==> src/rtl/image_row_streamer.sv <==
// Image row buffer + word serialiser feeding the DCNN input, followed by a CNN-data pass-through phase.
// Optional: define IMG_STREAMER_MSB_FIRST_EN to emit each row's words MSB-first instead of LSB-first.
module image_row_streamer #(
  parameter int ROW_WIDTH  = 480,
  parameter int WORD_WIDTH = 16,
  parameter int NUM_ROWS   = 29,
  parameter int ROW_DEPTH  = 2
) (
  input  logic                  clk,
  input  logic                  rst,
  input  logic [ROW_WIDTH-1:0]  row_in,
  input  logic                  send,
  input  logic                  stop,
  input  logic [WORD_WIDTH-1:0] cnn_data_in,
  input  logic                  cnn_valid_in,
  input  logic                  cnn_last_in,
  output logic                  cnn_ready_out,
  output logic [WORD_WIDTH-1:0] out_data,
  output logic                  out_valid,
  input  logic                  out_ready,
  output logic                  out_row_end,
  output logic                  cnn_image,
  output logic                  load_process,
  output logic                  send_drop,
  output logic [7:0]            row_count
);

  localparam int WPR = ROW_WIDTH / WORD_WIDTH;
  localparam int WCW = (WPR > 1) ? $clog2(WPR) : 1;
  localparam int PW  = (ROW_DEPTH > 1) ? $clog2(ROW_DEPTH) : 1;
  localparam int CW  = $clog2(ROW_DEPTH + 1);

  typedef enum logic [1:0] {IMAGE, DRAIN, CNN, DONE} phase_t;

  typedef struct packed {
    logic                  row_end;
    logic [WORD_WIDTH-1:0] data;
  } word_t;

  phase_t                 phase, phase_nxt;
  logic                   send_q;
  logic [ROW_WIDTH-1:0]   row_buf [ROW_DEPTH];
  logic [PW-1:0]          wr_ptr, rd_ptr, src;
  logic [CW-1:0]          count, count_eff;
  logic [WCW-1:0]         wcnt;
  word_t                  out_q;
  logic                   valid_q;

  logic                   img, send_edge, try_send, full, accept, drop;
  logic                   load_en, pend, free, avail, load_img, cnn_take;
  logic [WPR-1:0][WORD_WIDTH-1:0] head_words;
  logic [WORD_WIDTH-1:0]  head_word;

  function automatic logic [PW-1:0] next_ptr(input logic [PW-1:0] p);
    return (p == PW'(ROW_DEPTH - 1)) ? '0 : p + PW'(1);
  endfunction

  assign out_data    = out_q.data;
  assign out_row_end = out_q.row_end;
  assign out_valid   = valid_q;

  assign img       = (phase == IMAGE) || (phase == DRAIN);
  assign send_edge = send & ~send_q;
  assign load_en   = ~valid_q | out_ready;

  // The head entry stays occupied until its last word leaves the output register,
  // so while that word sits there the serialiser already reads from the next entry.
  assign pend      = valid_q & out_q.row_end;
  assign free      = img & valid_q & out_ready & out_q.row_end;
  assign src       = pend ? next_ptr(rd_ptr) : rd_ptr;
  assign avail     = pend ? (count > CW'(1)) : (count != '0);
  assign load_img  = img & load_en & avail;

  // Free is applied before the full test, so a same-cycle free makes room.
  assign count_eff = count - CW'(free);
  assign full      = (count_eff == CW'(ROW_DEPTH));
  assign try_send  = send_edge & ~stop & (phase == IMAGE);
  assign accept    = try_send & ~full;
  assign drop      = try_send & full;

  assign cnn_ready_out = cnn_image & load_en;
  assign cnn_take      = cnn_ready_out & cnn_valid_in;

  assign head_words = row_buf[src];
`ifdef IMG_STREAMER_MSB_FIRST_EN
  assign head_word = head_words[WCW'(WPR - 1) - wcnt];
`else
  assign head_word = head_words[wcnt];
`endif

  always_comb begin
    phase_nxt    = phase;
    cnn_image    = 1'b0;
    load_process = 1'b1;
    unique case (phase)
      IMAGE: if (accept && row_count == 8'(NUM_ROWS - 1)) phase_nxt = DRAIN;
      DRAIN: if (free && count == CW'(1)) phase_nxt = CNN;
      CNN: begin
        cnn_image = 1'b1;
        if (cnn_take && cnn_last_in) phase_nxt = DONE;
      end
      default: begin
        cnn_image    = 1'b1;
        load_process = 1'b0;
      end
    endcase
  end

  always_ff @(posedge clk or negedge rst) begin
    if (!rst) begin
      phase     <= IMAGE;
      send_q    <= 1'b0;
      wr_ptr    <= '0;
      rd_ptr    <= '0;
      count     <= '0;
      wcnt      <= '0;
      out_q     <= '0;
      valid_q   <= 1'b0;
      send_drop <= 1'b0;
      row_count <= '0;
    end else begin
      phase     <= phase_nxt;
      send_q    <= send;
      send_drop <= drop;
      count     <= count_eff + CW'(accept);
      row_count <= row_count + 8'(accept);
      if (accept) wr_ptr <= next_ptr(wr_ptr);
      if (free)   rd_ptr <= next_ptr(rd_ptr);
      if (load_img) begin
        out_q.data    <= head_word;
        out_q.row_end <= (wcnt == WCW'(WPR - 1));
        valid_q       <= 1'b1;
        wcnt          <= (wcnt == WCW'(WPR - 1)) ? '0 : wcnt + WCW'(1);
      end else if (cnn_take) begin
        out_q.data    <= cnn_data_in;
        out_q.row_end <= 1'b0;
        valid_q       <= 1'b1;
      end else if (load_en) begin
        out_q.row_end <= 1'b0;
        valid_q       <= 1'b0;
      end
    end
  end

  // Row storage carries no reset; occupancy is tracked by count.
  always_ff @(posedge clk) begin
    if (accept) row_buf[wr_ptr] <= row_in;
  end

endmodule

==> config.mk <==
export PLATFORM = sky130hd
export DESIGN_NAME = image_row_streamer
export DESIGN_NICKNAME = d
export VERILOG_FILES = /design/src/rtl/image_row_streamer.sv
export SDC_FILE = /design/constraint.sdc
export NUM_CORES = 1
export LEC_CHECK = 0
export CAP_MARGIN = 10
export CORE_MARGIN = 2
export CORE_UTILIZATION = 49
export CTS_CLUSTER_DIAMETER = 120
export DETAILED_ROUTE_END_ITERATION = 10
export PLACE_DENSITY = 0.73
export SYNTH_ARGS = -nofsm -noshare
export SYNTH_HDL_FRONTEND = slang
export SYNTH_SLANG_ARGS = --single-unit
==> constraint.sdc <==
create_clock -name clk -period 25 [get_ports clk]
set_clock_uncertainty 0.2 [all_clocks]
set_input_delay 2.5 -clock clk [delete_from_list [all_inputs] [get_ports clk]]
set_output_delay 2.5 -clock clk [all_outputs]
set_load 0.05 [all_outputs]
* Yosys cells after proc, flatten, opt, wreduce, memory -nomap -nowiden
Memories as Yosys holds them, arrays and structs flattened. Cells that the tools add are included.
Word-level totals: memories 1, RAM bits 960, input bits 503, flip-flop bits (word level) 39
Memory list:
- row_buf | depth 2, bits a word 480, read ports 1, clocked after memory_dff 0, wr ports 1, line 42 | logic [ROW_WIDTH-1:0] row_buf [ROW_DEPTH];
Operators by class: reduce and logical (&&, ||, !) cells 12, mux-type cells 21, order comparisons 2, bitwise gates (word level) 18, add/sub/neg operators 6, equality and inequality tests 9
Operator list (number):
- $bmux 16 s5 | 1
- $mux 16 | 2
- $mux 17 | 1
- $and 1x1->1 | 13
- $mux 1 | 12
- $add 8x1->8 | 1
- $eq 8x5->1 const B | 1
- $lt 5x6->1 const B | 1
- $mux 2 | 3
- $pmux 2 s3 | 1
- $reduce_bool 3->1 | 2
- $add 5x1->5 const B | 1
- $eq 5x5->1 const B | 1
- $mux 5 | 1
- $eq 2x1->1 const B | 2
- $eq 2x2->1 const B | 2
- $ne 2x1->1 const B | 2
- $not 1->1 | 4
- $reduce_and 4->1 | 1
- $reduce_bool 2->1 | 2
- $logic_and 1x1->1 | 3
- $reduce_or 3->1 | 1
- $add 1x1->1 const B | 2
- $add 2x1->2 | 1
- other kinds (7) | 7

* Longest topological paths before layout
Gate-level depths: netlist of the first run.
depth after elaboration 12, depth in mapped cells 11

* Worst setup path after synthesis of the first run
No wires, ideal clock.
kind input-to-reg, start in out_ready, end mem row_buf[0][0] (enable), data arrival time 24.367 ns, cell stages on the path 5, buffers on the path 0, library setup time 1.392 ns, data required time 23.408 ns, slack -0.959 ns, cell sequence nand3_1 > nor2_1 > ha_1 > a21oi_1 > nor2b_1
Between the ends: longest elaborated chain between the ends 8
RTL lines:
- start, declared | line 20 | input logic out_ready,
- $and 1x1->1 (2 in series) | line 69 | assign free = img & valid_q & out_ready & out_q.row_end;
- net free | line 50 | logic load_en, pend, free, avail, load_img, cnn_take;
- $sub 2x1->2 | line 75 | assign count_eff = count - CW'(free);
- $eq 2x2->1 | line 76 | assign full = (count_eff == CW'(ROW_DEPTH));
- $not 1->1 | line 78 | assign accept = try_send & ~full;
- $and 1x1->1 | line 78
- $mux 1 | line 147 | if (accept) row_buf[wr_ptr] <= row_in;
- $mux 1 (implied by the code) | line 147
- end, declared | line 42
The timed path passes the listed nets, and every way through them passes these cells.

* Worst setup path in the final report of the first run
start in out_ready, end out cnn_ready_out
Between the ends: longest elaborated chain between the ends 2
RTL lines:
- $or 1x1->1 | line 64 | assign load_en = ~valid_q | out_ready;
- $and 1x1->1 | line 81 | assign cnn_ready_out = cnn_image & load_en;
- end, declared | line 17 | output logic cnn_ready_out,
Every way passes these cells.

==> impl_metrics.yaml, run 1 <==
timing:
  maxSlewHeadroom: 0.163
  hold_viol: 0
  finalSetupTns_ps: 0
  period_minus_slack_ps: 6930
  setup_slack_ps: 18070
  max_clock_freq_mhz: 144
  setup_viol: 0
  rsz0062_at_grt: "no"
  drv_slew: 0
  post-route-period-util: 0.277
  worst_pin_slew_ps: 1240
yosys:
  syn-cell-area_mm2: 0.0389
  synth_edf_count: 960
  synth_cell_types: 56
  async_reset_ff_frac: 0.0390
  avgSynthCellArea_um2: 18.8
  ys_seq_area_frac: 0.765
  ys.flop_type: "edfxtp_1"
  synth_seq_cells: 999
  syn_inst: 2071
  yosys_warnings: 0
  synthesis.nets: 2585
global_routing:
  antenna_found_initial: 42
  first_global_vias: 22900
  gr-total-overflow: 0
  grt_max_degree: 172
  grt_pass1_wl_um: 153000
  grt_use_total: 0.260
clocking:
  cts_tree: "done"
  cts_resized: 0
  cts_root_buffer: "clkbuf_16"
  cts_made_buffers: 102
  h-tree-depth: 3
  clk-insertion-delay-late_ps: 660
  post_cts_buffers: 0
  ctsHoldBuffers: 0
  clkSinkCount: 999
  cts.reportedPaths.clkPinSlew_ps: 60
  cts_buffer_depth: 3
die:
  die_y_um: 286
  start_util: 0.494
  core-area_mm2: 0.0789
  die_w_um: 286
  num_io_pins: 533
  num_rows: 103
  dieArea_mm2: 0.0817
critical_path:
  worstPathRequired_ps: 22300
  crit_top_cell: "clkdlybuf4s50_1"
  endpoint_kind: "primary output"
  cp-start-kind: "primary input"
  critPathTopFamily: "buffers and inverters"
  worstPathArrival_ps: 4230
  worstPathMaxFanout: 3
  slowest_delay_ps: 870
  r2r_setup_slack_ps: 19680
  critPathSlowestCell: "clkdlybuf4s50_1"
  crit_buf_inv: 2
  path_class: "primary input to primary output"
  worstPathCellList: "clkdlybuf4s50_1 -> nor2b_1 -> nor3_1 -> clkdlybuf4s50_1"
power:
  comb_power_share: 0.237
  p_clk_frac: 0.337
  switching_share: 0.297
  power_mw: 4.60
  power_switching_mw: 1.37
  powerDensity_mw_per_mm2: 94.3
  irDropWorstVdd_mv: 0.0559
  p_leak_nw: 16.9
  p_int_mw: 3.24
  pwr-share-seq: 0.427
detailed_routing:
  antenna_left: 0
  postRouteWirelength_um: 109000
  dr_wl_met2_um: 55100
  drc: 0
  top_layer: "met5"
  dr_wl_met3_um: 9540
  drt-met1-wl_um: 40800
  vias: 22500
  drt_iter0_drc: 2393
  viasPerCell: 5.96
  dr.pass1.iters: 7
  wl_per_cell_um: 28.7
final_layout:
  nets: 3125
  drive_gt1_frac: 0.121
  syn_to_final_growth_pct: 25.4
  num-fill-cells: 5504
  ff_latch_area_mm2: 0.0298
  final_cell_mix: "edfxtp_1, clkdlybuf4s50_1, mux2i_1"
  multiInputGateArea_mm2: 0.00844
  final_common_cell: "edfxtp_1"
placement:
  dp_hpwl_um: 74500
  io_buffer_count: 532
  pre_cts_ws_ps: 17510
  gp_congestion: 0.825
min_path:
  hp-class: "register to register"
outcome:
  status: "finished clean"
job:
  cap_violations: 0
-- power groups by stage --
stage	Clock (mW)	Combinational (mW)	Sequential (mW)
floorplan	0	0.588	2.05
global placement	0	1.07	2.00
detailed placement	0	1.09	2.00
CTS	1.57	1.09	1.97
global route	1.64	1.15	1.97
finish	1.55	1.09	1.97
-- through the flow --
step | util | hold WS (ps) | cells | instance area, µm²
2_1_floorplan | - | 273 | 2071 | 38900
3_3_place_gp | 0.574 | 282 | 3556 | 45200
3_5_place_dp | 0.574 | 301 | 3556 | 45200
4_1_cts | 0.617 | 309 | 3745 | 48700
5_1_grt | 0.619 | 333 | 3772 | 48800
6_report | 0.619 | 307 | 3783 | 48800
-- final cells by class --
class	instances	area share
Inverter	11	0.000846
Sequential cell	999	0.611
Clock buffer	124	0.0566
Multi-Input combinational cell	926	0.173
Tap cell	1050	0.0269
Timing Repair Buffer	571	0.116
Clock inverter	65	0.0139
Antenna cell	37	0.00190
-- routing by layer --
metal  up-vias  global-route usage
li1       9678                   -
met1     11600               0.337
met2      1110               0.434
met3       162              0.0597
met4        26              0.0949
met5         -                   0
-- registers in the layout (all words and copies together) (netlist names) --
name,flops
count,2
out_data,16
out_row_end,1
out_valid,1
phase,2
rd_ptr,1
row_buf,960
row_count,8
send_drop,1
send_q,1
wcnt,5
wr_ptr,1
-- logic make-up (layout without fill, tap and decap cells) --
kind of cell,Yosys count,after routing,synth area share
flip-flops,999,999,0.765
AO/OA/AOI/OAI,358,358,0.0705
multiplexers,289,289,0.105
AND/OR/NAND/NOR,258,258,0.0335
buffers and inverters,146,771,0.0193
adder cells (fa/ha/maj),11,11,0.00353
XOR/XNOR,10,10,0.00225
other,0,37,0
-- cells in the mapped netlist (4+ instances only) --
cell type | number | area [µm²]
a211oi_1 | 45 | 338
a21o_1 | 16 | 120
a21oi_1 | 33 | 165
a221oi_1 | 31 | 272
a22o_1 | 17 | 149
a311oi_1 | 16 | 140
a31oi_1 | 15 | 93.8
and2_1 | 19 | 119
and3_1 | 19 | 119
and4_1 | 15 | 131
buf_1 | 11 | 41.3
buf_2 | 19 | 95.1
buf_4 | 13 | 97.6
buf_6 | 16 | 180
clkbuf_1 | 75 | 282
dfrtp_1 | 39 | 976
edfxtp_1 | 960 | 28800
ha_1 | 11 | 138
inv_1 | 10 | 37.5
mux2_2 | 18 | 203
mux2i_1 | 176 | 1760
mux4_2 | 95 | 2140
nand2_1 | 115 | 432
nand3_1 | 17 | 85.1
nand4_1 | 7 | 43.8
nor2_1 | 27 | 101
nor2b_1 | 5 | 31.3
nor3_1 | 5 | 25.0
o2111ai_1 | 4 | 35.0
o211ai_1 | 6 | 45.0
o21ai_0 | 25 | 125
o221ai_1 | 48 | 420
o22ai_1 | 30 | 188
o2bb2ai_1 | 32 | 280
o41ai_1 | 29 | 254
or2_1 | 15 | 93.8
xnor2_1 | 7 | 61.3
-- worst paths after layout --
check / from / end / depth (start not counted)
max in group asynchronous: rst / wcnt[0] / 1
hold / removal: row_count[7] / row_count[7] / 1
setup reg to reg: phase[0] / row_buf[1][26] / 9
hold reg to reg: row_count[7] / row_count[7] / 1
setup / recovery: out_ready / cnn_ready_out / 4
min in group asynchronous: rst / send_drop / 1
Power figures use the tool's default switching activity.
==> run 2: changes to the inputs <==
Clock period 25 ns to 6.35 ns, I/O delays scaled along.
==> run 2 against run 1 <==
Via count up 0.91%. Total power rose to 3.9 times the previous value. Register-to-register slack worse by 18000 ps. Combinational power rose to 3.9 times the previous value. Sequential power rose to 4.0 times the previous value. Largest power group unchanged. Sequential share of layout area about the same. Critical path depth up 1. Critical endpoint is now out_data[12]. Clock power rose to 3.8 times the previous value. Clock-buffer cell count down 4. Worst hold slack worse by 59 ps. Setup slack worse by 16000 ps. Global-route usage up 1.1 points. Largest cell class unchanged.
==> impl_metrics.yaml, run 2 (same netlist as run 1, synthesis figures left out) <==
outcome:
  status: "finished clean"
detailed_routing:
  viasPerCell: 6.01
  wl_per_cell_um: 29.7
  vias: 22700
  antenna_left: 0
  drt_iter0_drc: 2898
  drc: 0
  dr.pass1.iters: 5
  postRouteWirelength_um: 113000
min_path:
  whs_path_depth: 1
  hp-class: "primary input to register"
die:
  num_rows: 103
  core-area_mm2: 0.0789
  start_util: 0.494
  die_w_um: 286
  dieArea_mm2: 0.0817
  die_y_um: 286
  num_io_pins: 533
final_layout:
  num-fill-cells: 5558
  top_register: "row_buf"
  drive_gt1_frac: 0.124
  multiInputGateArea_mm2: 0.00847
  largest_register_ffs: 960
  final_util: 0.619
  final_cells: 3786
  final_common_cell: "edfxtp_1"
  nets: 3137
  syn_to_final_growth_pct: 25.3
  ff_latch_area_mm2: 0.0298
  final_cell_mix: "edfxtp_1, clkdlybuf4s50_1, mux2i_1"
placement:
  dp.cells: 3570
  gp_congestion: 0.898
  pre_cts_ws_ps: 1910
  dp_hpwl_um: 78800
  io_buffer_count: 532
global_routing:
  antenna_found_initial: 37
  grt_max_degree: 118
  first_global_vias: 23100
  gr-total-overflow: 0
  grt_pass1_wl_um: 159000
  grt_use_total: 0.272
critical_path:
  cp_num_cells: 5
  worstPathRequired_ps: 6630
  path_class: "register to register"
  worstPathMaxFanout: 44
  slowest_delay_ps: 1020
  r2r_cells: 5
  worstPathCellList: "inv_1 -> nand4_1 -> o221ai_1 -> o41ai_1 -> o221ai_1"
  cp-start-kind: "register"
  crit_buf_inv: 1
  crit_top_cell: "o221ai_1"
  endpoint_kind: "register"
  critPathTopFamily: "compound AO/OA/AOI/OAI gates"
  worstPathArrival_ps: 4750
  critPathSlowestCell: "o41ai_1"
power:
  pwr-share-seq: 0.436
  p_leak_nw: 16.9
  p_clk_frac: 0.324
  power_mw: 17.9
  comb_power_share: 0.240
  powerDensity_mw_per_mm2: 368
  irDropWorstVdd_mv: 0.235
  power_switching_mw: 5.45
  switching_share: 0.304
  p_int_mw: 12.5
job:
  cap_violations: 0
clocking:
  cts.reportedPaths.clkPinSlew_ps: 60
  cts_tree: "done"
  clk-insertion-delay-late_ps: 670
  cts_made_buffers: 100
  cts_root_buffer: "clkbuf_16"
  clkSinkCount: 999
  h-tree-depth: 3
  cts_resized: 0
  cts_buffer_depth: 3
timing:
  maxSlewHeadroom: 0.0967
  setup_slack_ps: 1880
  post-route-period-util: 0.704
  max_clock_freq_mhz: 224
  period_minus_slack_ps: 4470
  setup_viol: 0
  hold_viol: 0
  worst_pin_slew_ps: 1350
  finalSetupTns_ps: 0
  drv_slew: 0
  rsz0062_at_grt: "no"
==> run 2: cell count changes in the layout (fill, tap and decap cells not counted), sizes merged <==
cell | previous run | this run
buf | 40 | 53
clkinvlp | 5 | 0
clkbuf | 124 | 120
clkinv | 43 | 47
bufinv | 13 | 10
diode | 37 | 34
dlygate4sd3 | 0 | 1
==> run 2: what timing repair did <==
action	in CTS	in global routing
hold buffers	1	0
setup buffers	0	0
endpoints found under the hold margin	39	0
==> run 2: routing by layer <==
| metal | up-vias | routed length, µm | global-route usage |
|---|---|---|---|
| met5 | - | 79 | 0 |
| met4 | 14 | 3500 | 0.100 |
| met3 | 167 | 10200 | 0.0574 |
| met2 | 1168 | 56200 | 0.450 |
| met1 | 11700 | 42600 | 0.357 |
| li1 | 9694 | - | - |
==> run 2: worst reg2reg max path, delay by kind of cell, from the launching register on <==
family	cells	cell delay [ps]
AO/OA/AOI/OAI	3	1660
buffers and inverters	1	650
flip-flops	1	980
AND/OR/NAND/NOR	1	810
==> run 2: cell type report <==
cell class / instances / area share
flip-flops and latches: 999 / 0.611
clock inverters: 61 / 0.0125
diodes: 34 / 0.00174
inverters: 11 / 0.000846
repair buffers: 585 / 0.120
well taps: 1050 / 0.0269
multi-input cells: 926 / 0.174
clock buffers: 120 / 0.0534
==> run 2: path summary, 6_finish.rpt <==
path	start	to	slack [ps]
worst max-delay path	wcnt[1]	out_data[12]	1880
worst min-delay path	send	send_q	250
worst max register to register	wcnt[1]	out_data[12]	1880
worst min register to register	row_count[7]	row_count[7]	320
max in group asynchronous	rst	wcnt[0]	5040
min in group asynchronous	rst	row_count[3]	410
==> run 2: per-stage QoR <==
| step | cell area (µm²) | hold WS, ps |
|---|---|---|
| 6_report | 48800 | 248 |
| 3_5_place_dp | 45500 | 294 |
| 3_3_place_gp | 45500 | 281 |
| 5_1_grt | 48800 | 248 |
| 2_1_floorplan | 39000 | 139 |
| 4_1_cts | 48700 | 220 |
==> run 2: power by group through the flow <==
stage	sequential, mW	clock, mW	combinational (mW)
2_1_floorplan	8.00	0	2.33
3_3_place_gp	7.93	0	4.23
3_5_place_dp	7.95	0	4.29
4_1_cts	7.81	5.87	4.30
5_1_grt	7.84	6.13	4.51
6_report	7.82	5.82	4.30
==> run 3: changes to the inputs <==
Clock period 6.35 ns to 4 ns, I/O delays scaled along.
==> run 3 against run 2 <==
Clock power up 61%. Non-clock buffer count up 63. Wire length down 0.61%. Via count up 0.78%. Critical endpoint is now out_data[0]. Largest power group unchanged. Global-route usage down 0.15 points. First-iteration DRC count down 9.1%. Sequential power up 57%. Largest cell class unchanged. Setup slack worse by 1500 ps. Die area unchanged. Worst hold slack worse by 210 ps. Clock-buffer cell count up 11. Maximum frequency up 22%.
==> impl_metrics.yaml, run 3 (same netlist as run 1, synthesis figures left out) <==
job:
  cap_violations: 0
clocking:
  h-tree-depth: 3
  post_cts_buffers: 0
  cts_resized: 0
  clk-insertion-delay-late_ps: 660
  cts_buffer_depth: 3
  cts.reportedPaths.clkPinSlew_ps: 60
  cts_root_buffer: "clkbuf_16"
  cts_made_buffers: 101
  clkSinkCount: 999
  cts_tree: "done"
min_path:
  hp-class: "primary input to register"
  min_from: "send"
detailed_routing:
  drt_iter0_drc: 2634
  wl_per_cell_um: 29.0
  postRouteWirelength_um: 112000
  antenna_left: 0
  vias: 22900
  dr.pass1.iters: 5
  viasPerCell: 5.94
  drc: 0
timing:
  setup_viol: 0
  drv_slew: 0
  finalSetupTns_ps: 0
  max_clock_freq_mhz: 274
  whs_ps: 38.0
  maxSlewHeadroom: 0.338
  worst_pin_slew_ps: 993
  hold_viol: 0
  period_minus_slack_ps: 3650
  post-route-period-util: 0.913
  rsz0062_at_grt: "no"
outcome:
  status: "finished clean"
critical_path:
  worstPathArrival_ps: 3940
  r2r-start: "out_valid"
  worstPathRequired_ps: 4290
  endpoint_kind: "register"
  cp-start-kind: "register"
  startpoint: "out_valid"
  worstPathMaxFanout: 41
  path_class: "register to register"
power:
  powerDensity_mw_per_mm2: 582
  irDropWorstVdd_mv: 0.605
  p_leak_nw: 17.3
placement:
  dp_hpwl_um: 79900
  gp_congestion: 0.863
  io_buffer_count: 532
global_routing:
  grt_use_total: 0.270
  first_global_vias: 23300
  grt_pass1_wl_um: 158000
  grt_max_degree: 121
  gr-total-overflow: 0
  antenna_found_initial: 45
die:
  die_w_um: 286
  core-area_mm2: 0.0789
  die_y_um: 286
  num_rows: 103
  start_util: 0.494
  num_io_pins: 533
  dieArea_mm2: 0.0817
final_layout:
  nets: 3201
  drive_gt1_frac: 0.143
  syn_to_final_growth_pct: 27.4
  final_common_cell: "edfxtp_1"
  final_cell_mix: "edfxtp_1, clkdlybuf4s50_1, mux2i_1"
  final_util: 0.629
  largest_register_ffs: 960
  top_register: "row_buf"
## run 3: cell count changes in the layout (fill, tap and decap cells not counted), sizes merged
cell | before | now
buf | 53 | 116
clkinv | 47 | 43
diode | 34 | 37
inv | 15 | 13
clkbuf | 120 | 131
## run 3: layer usage
layer	track usage	vias to the layer above	part of all wire
met1	0.351	11700	0.38
met3	0.0629	177	0.090
li1	-	9850	-
met5	0	-	0.0014
met4	0.100	24	0.031
met2	0.447	1159	0.50
## run 3: path summary, 6_finish.rpt
| check | end | depth (start not counted) | slack, ps |
|---|---|---|---|
| worst max-delay path | out_data[0] | 8 | 350 |
| min in group asynchronous | row_count[0] | 2 | 250 |
| worst min-delay path | send_q | 1 | 40 |
| worst max register to register | out_data[0] | 8 | 350 |
| max in group asynchronous | wcnt[0] | 2 | 2600 |
| worst min register to register | row_count[4] | 1 | 310 |
## run 3: power breakdown
part | switching [mW] | internal, mW | leakage (nW)
Combinational | 4.30 | 2.86 | 6.50
Clock | 3.86 | 5.51 | 1.63
Sequential | 0.394 | 11.9 | 9.13
## run 3: cell type report
class,instances,area [µm²]
clock buffer,131,2770
fill,5462,29300
inverter,11,41.3
clock inverter,55,541
tap,1050,1310
sequential,999,29800
antenna,37,92.6
multi-input combinational,926,8470
timing repair buffer,648,6560
## run 3: critical path: stages, from the launching register on
cell,delay (ps)
dfrtp_1,480
and3b_1,380
nor2_8,210
buf_12,210
buf_12,300
mux4_2,610
a21o_1,220
a211oi_1,570
o221ai_1,220
## run 3: per-stage QoR
stage	worst slack [ps]	instances	cell area [µm²]	power [mW]
2_1_floorplan	-5550	2071	39000	16.4
3_3_place_gp	395	3633	46200	19.6
3_5_place_dp	357	3633	46200	19.7
4_1_cts	331	3820	49500	29.0
5_1_grt	221	3844	49600	29.8
6_report	348	3857	49600	28.9
## run 3: what timing repair did
item                                    in CTS  in global routing
hold endpoints to repair                    39                  0
hold buffers                                 1                  0
endpoints found under the setup margin       0                  0
